File: src/rtl/spi_baud_gen.sv
// rtl/spi_baud_gen.sv - SPI master baud-rate generator and transfer sequencer
// Divides clk by (SPPR+1)*2^SPR per half-period, clocks DATA_BITS bits, then holds a guard gap.
module spi_baud_gen #(
  parameter int DATA_BITS = 8,
  parameter int SPPR_W    = 3,
  parameter int SPR_W     = 3
) (
  input  logic                           clk,
  input  logic                           rst_n,
  input  logic [SPPR_W-1:0]              SPPR,
  input  logic [SPR_W-1:0]               SPR,
  input  logic                           start,
  input  logic                           abort,
  output logic                           M_BaudRate,
  output logic                           idle,
  output logic                           busy,
  output logic                           done,
  output logic [$clog2(DATA_BITS+1)-1:0] bit_cnt
);

  localparam int HW  = SPPR_W + (1 << SPR_W);
  localparam int BCW = $clog2(DATA_BITS + 1);
  localparam int ECW = $clog2(2 * DATA_BITS + 1);
  localparam logic [ECW-1:0] LAST_EDGE = ECW'(2 * DATA_BITS - 1);

  typedef enum logic [1:0] {
    IDLE = 2'd0,
    RUN  = 2'd1,
    GAP  = 2'd2
  } state_t;

  state_t            state_q, state_d;
  logic [SPPR_W-1:0] sppr_q, sppr_d;
  logic [SPR_W-1:0]  spr_q, spr_d;
  logic [HW-1:0]     presc_q, presc_d;
  logic [ECW-1:0]    edge_q, edge_d;
  logic [BCW-1:0]    bit_q, bit_d;
  logic              baud_q, baud_d;
  logic              done_q, done_d;

  logic [HW-1:0]     half_len;
  logic [HW-1:0]     half_m1;
  logic              presc_tc;

  // Half-period is taken from the shadow copy so mid-transfer register writes are harmless
  assign half_len = (HW'(sppr_q) + HW'(1)) << spr_q;
  assign half_m1  = half_len - HW'(1);
  assign presc_tc = (presc_q == half_m1);

  always_comb begin
    state_d = state_q;
    sppr_d  = sppr_q;
    spr_d   = spr_q;
    presc_d = presc_q;
    edge_d  = edge_q;
    bit_d   = bit_q;
    baud_d  = baud_q;
    done_d  = 1'b0;

    if (abort) begin
      state_d = IDLE;
      baud_d  = 1'b0;
    end else begin
      case (state_q)
        IDLE: begin
          baud_d = 1'b0;
          if (start) begin
            state_d = RUN;
            sppr_d  = SPPR;
            spr_d   = SPR;
            presc_d = '0;
            edge_d  = '0;
            bit_d   = '0;
          end
        end
        RUN: begin
          if (presc_tc) begin
            presc_d = '0;
            baud_d  = ~baud_q;
            edge_d  = edge_q + ECW'(1);
            if (baud_q) begin
              bit_d = bit_q + BCW'(1);
            end
            // Final toggle is a falling edge, so the baud line is already low entering GAP
            if (edge_q == LAST_EDGE) begin
              state_d = GAP;
            end
          end else begin
            presc_d = presc_q + HW'(1);
          end
        end
        GAP: begin
          if (presc_tc) begin
            presc_d = '0;
            state_d = IDLE;
            done_d  = 1'b1;
          end else begin
            presc_d = presc_q + HW'(1);
          end
        end
        default: begin
          state_d = IDLE;
          baud_d  = 1'b0;
        end
      endcase
    end
  end

  always_ff @(posedge clk) begin
    if (!rst_n) begin
      state_q <= IDLE;
      sppr_q  <= '0;
      spr_q   <= '0;
      presc_q <= '0;
      edge_q  <= '0;
      bit_q   <= '0;
      baud_q  <= 1'b0;
      done_q  <= 1'b0;
    end else begin
      state_q <= state_d;
      sppr_q  <= sppr_d;
      spr_q   <= spr_d;
      presc_q <= presc_d;
      edge_q  <= edge_d;
      bit_q   <= bit_d;
      baud_q  <= baud_d;
      done_q  <= done_d;
    end
  end

  assign M_BaudRate = baud_q;
  assign idle       = (state_q != RUN);
  assign busy       = (state_q != IDLE);
  assign done       = done_q;
  assign bit_cnt    = bit_q;

endmodule

File: config.mk
export PLATFORM = sky130hd
export DESIGN_NAME = spi_baud_gen
export DESIGN_NICKNAME = d
export VERILOG_FILES = /design/src/rtl/spi_baud_gen.sv
export SDC_FILE = /design/constraint.sdc
export NUM_CORES = 1
export LEC_CHECK = 0
export CAP_MARGIN = 0
export CORE_ASPECT_RATIO = 0.7
export CORE_MARGIN = 5
export CORE_UTILIZATION = 64
export DETAILED_ROUTE_END_ITERATION = 12
export GPL_TIMING_DRIVEN = 0
export PLACE_DENSITY = 0.86
export SLEW_MARGIN = 20
export SYNTH_ARGS = -nofsm -noshare
export SYNTH_HDL_FRONTEND = slang
export SYNTH_SLANG_ARGS = --single-unit
export TNS_END_PERCENT = 100
File: constraint.sdc
create_clock -name clk -period 9.3 [get_ports clk]
set_input_delay 1.395 -clock clk [delete_from_list [all_inputs] [get_ports clk]]
set_output_delay 1.395 -clock clk [all_outputs]
set_load 0.05 [all_outputs]
==> run summary <==
Run status - finished, final reports clean
Drc violations - 0
Worst reg2reg setup slack - 5.63 ns
Hold path startpoint - bit_cnt[3]
Residual antenna-violating net count after detailed routing - 0
LEAKAGE - 1.03 nW
Leading post-synthesis cells by cell area - sky130_fd_sc_hd__dfxtp_1, sky130_fd_sc_hd__ha_1, sky130_fd_sc_hd__nand3_1, sky130_fd_sc_hd__xnor2_1, sky130_fd_sc_hd__mux2i_1
Worst Path Class, Setup - flip-flop to flip-flop
Largest stage delay on the critical path - 0.61 ns
Launch point of the worst reg-to-reg path - sppr_q[1]
Clock buffer count from CTS - 5
Number of global-route vias before repair - 2,424
Clock tree from TritonCTS - built
Remaining global-route overflow - 0
Highest-count cells in the layout ignoring fill and taps - sky130_fd_sc_hd__dfxtp_1, sky130_fd_sc_hd__nand2_1, sky130_fd_sc_hd__nand3_1
Slew headroom - 0.524
Routed wire length per instance - 17.7 um
Floorplan Core Area - 3850 um^2
DIE AREA - 5320 um^2
Antenna violations before repair - 0
Pin count of the biggest net entering global routing - 11
Required time at the endpoint of the critical path - 9.51 ns
Reg clk slew, reported paths - 0.07 ns
Hold Path Sink - bit_cnt[3]
Root Buffer - sky130_fd_sc_hd__clkbuf_8
Switching portion of total power - 0.348
Crit-path leading delay family - simple AND/OR/NAND/NOR gates
Synth top area share - 0.238
Worst clock skew on the final layout - 0.0114 ns
Utilization after layout - 0.741
Setup crit end kind - flip-flop
Unrepaired setup endpoints after global routing - false
Endpoints failing hold - 0
Cell row count - 19
Kind of start point of the critical path - flip-flop
Net load switching power - 0.121 mW
Maximum frequency from static timing analysis - 272 MHz
Setup WS post-layout - 5.63 ns
Worst Path Max Fanout - 8
Share of flip-flops with an asynchronous set or reset - 0
Iteration-0 DRC count of the detailed router - 331
Global-route wire length before repair - 11,600 um
Sequential fraction of the synthesis area - 0.238
Total number of yosys warnings - 0
Wire length on met2 - 2880 um
End of the worst register-to-register path - edge_q[3]
All-layer global routing usage - 0.266
Post-Synthesis Mean Instance Area - 7.91 um^2
Weighted congestion reported at the end of routability-driven placement - 0.967
Logic pwr share - 0.280
Via count - 2,661
R2r worst-path depth - 10
Initial core utilization - 0.655
Post-layout nets - 363
Post-Place Setup Slack - 5.84 ns
Final HPWL DP - 5240 um
Via count normalized by instance count - 6.72
Area growth from synthesis to layout - 13.1%
Clock sink total - 30
Die width - 85.0 um
Post-synth top area cell - sky130_fd_sc_hd__dfxtp_1
I/O pin cnt - 18
Max cap viols - 0
Number of pins exceeding their max-slew limit in the final report - 0
Maximum resistive drop on vdd - 0.108 mV
Slowest cell on the critical path - sky130_fd_sc_hd__or4_1
Count of distinct cell types in the synthesized netlist - 65
Count of flip-flops with a built-in enable after synthesis - 0
Gate count after technology mapping - 319
Uppermost layer routed - met4
Routed metal-1 wire length - 3320 um
Worst slew pin tran - 0.706 ns
Most common cell after layout, fill and taps aside - sky130_fd_sc_hd__dfxtp_1
Synth Flop Type - sky130_fd_sc_hd__dfxtp_1
H-Tree Level Count - 2
Power per Cell Area - 122 nW/um^2
Final period util - 0.395
Detailed Routing Iterations Pass 1 - 5
Flop and latch count out of synthesis - 30
Post-CTS Setup Inserts - 0
Number of antenna repair diodes - 0
Resize count post-CTS - 0
Layout cells sized above 1 - 0.110
Number of hold buffers added after cts - 0
Clock Path Buffers - 2
Sum of routed wire length over all layers - 7030 um
Sum of buffers and inverters on the critical path - 0
Final critical delay including setup and external delays - 3.67 ns
Insertion delay of the later-clocked pin in the worst-skew pair - 0.29 ns
Clk pwr share - 0.335
Setup Viol. Count Final - 0
Sequential fraction of design power - 0.385
Synth Cell Area - 2520 um^2
Arrival time of data at the critical path endpoint - 3.88 ns
Hold crit path type - flip-flop to flip-flop
Sequence of cells on the critical path - ha_1, and3b_4, o21ai_0, nand3_1, nor3_1, xnor2_1, a211oi_2, nand4_1, or4_1, a21oi_1
Die height - 62.5 um
Cell-internal power - 0.226 mW
Hold-critical path depth - 2
Port bufs - 17
Total negative setup slack - 0 ns
Syn_nets - 339
Wire length on met3 - 725 um
## worst max-delay path by stage
stage | cells past startpoint | slack (ns) | startpoint | end
2_1_floorplan | 12 | 6.38 | sppr_q[1] | state_q[0]
4_1_cts | 5 | 5.74 | state_q[1] | idle
5_1_grt | 10 | 5.46 | sppr_q[1] | edge_q[3]
3_5_place_dp | 10 | 5.84 | sppr_q[1] | edge_q[3]
6_report | 10 | 5.63 | sppr_q[1] | edge_q[3]
3_3_place_gp | 10 | 5.96 | sppr_q[1] | edge_q[3]
## worst register-to-register path, cell delays in order (launching register included)
cell	delay (ns)
sky130_fd_sc_hd__dfxtp_1	0.50
sky130_fd_sc_hd__ha_1	0.39
sky130_fd_sc_hd__and3b_4	0.23
sky130_fd_sc_hd__o21ai_0	0.38
sky130_fd_sc_hd__nand3_1	0.21
sky130_fd_sc_hd__nor3_1	0.35
sky130_fd_sc_hd__xnor2_1	0.17
sky130_fd_sc_hd__a211oi_2	0.21
sky130_fd_sc_hd__nand4_1	0.36
sky130_fd_sc_hd__or4_1	0.61
sky130_fd_sc_hd__a21oi_1	0.18
## area by class of cell
| class | instances | area, um^2 |
|---|---|---|
| inverter | 13 | 48.8 |
| timing repair buffer | 17 | 170 |
| fill | 307 | 998 |
| sequential | 30 | 601 |
| clock inverter | 2 | 12.5 |
| multi-input combinational | 257 | 1760 |
| clock buffer | 6 | 82.6 |
| buffer | 19 | 113 |
| tap | 52 | 65.1 |
## layer usage
layer | vias up | GRT usage
met5 | - | 0
met3 | 20 | 0.0764
li1 | 1254 | -
met4 | 0 | 0.0751
met1 | 1256 | 0.388
met2 | 131 | 0.375
## registers in the layout (all words and copies together), names as in the netlist
signal      cells
presc_q        11
done            1
spr_q           3
edge_q          5
state_q         2
bit_cnt         4
sppr_q          3
M_BaudRate      1
## logic make-up (layout without fill, tap and decap cells)
logic type                 count (synthesis)  after routing  share of synthesized area
DFF                                       30             30                      0.238
xor gates and xnor gates                  23             23                     0.0828
muxes                                     10             10                     0.0397
adders and majority gates                 10             10                     0.0496
buffers and inverters                     32             57                     0.0640
and+or+nand+nor                          122            122                      0.262
AOI/OAI and AO/OA                         92             92                      0.264
## stage by stage
step,instance area (um^2),power (mW),std cells,hold WS [ns]
3_3_place_gp,2760,0.227,388,0.459
6_report,2850,0.347,396,0.497
3_5_place_dp,2760,0.230,388,0.481
2_1_floorplan,2520,0.205,319,0.448
4_1_cts,2850,0.343,396,0.499
5_1_grt,2850,0.362,396,0.524
## power groups by stage
stage          clock network [mW]  logic [mW]  registers (mW)
2_1_floorplan                   0      0.0697           0.136
3_3_place_gp                    0      0.0907           0.136
3_5_place_dp                    0      0.0935           0.136
4_1_cts                     0.116      0.0942           0.133
5_1_grt                     0.124       0.104           0.134
6_report                    0.116      0.0974           0.134
## synth_stat cells (10+ instances only)
cell / instances
sky130_fd_sc_hd__xor2_1: 10
sky130_fd_sc_hd__xnor2_1: 12
sky130_fd_sc_hd__nor2_1: 21
sky130_fd_sc_hd__inv_1: 10
sky130_fd_sc_hd__nand2_1: 22
sky130_fd_sc_hd__o21ai_0: 16
sky130_fd_sc_hd__nand3_1: 22
sky130_fd_sc_hd__nor3_1: 10
sky130_fd_sc_hd__mux2i_1: 10
sky130_fd_sc_hd__a21oi_1: 15
sky130_fd_sc_hd__dfxtp_1: 30
sky130_fd_sc_hd__a211oi_1: 12
sky130_fd_sc_hd__ha_1: 10
Power figures use the tool's default switching activity.
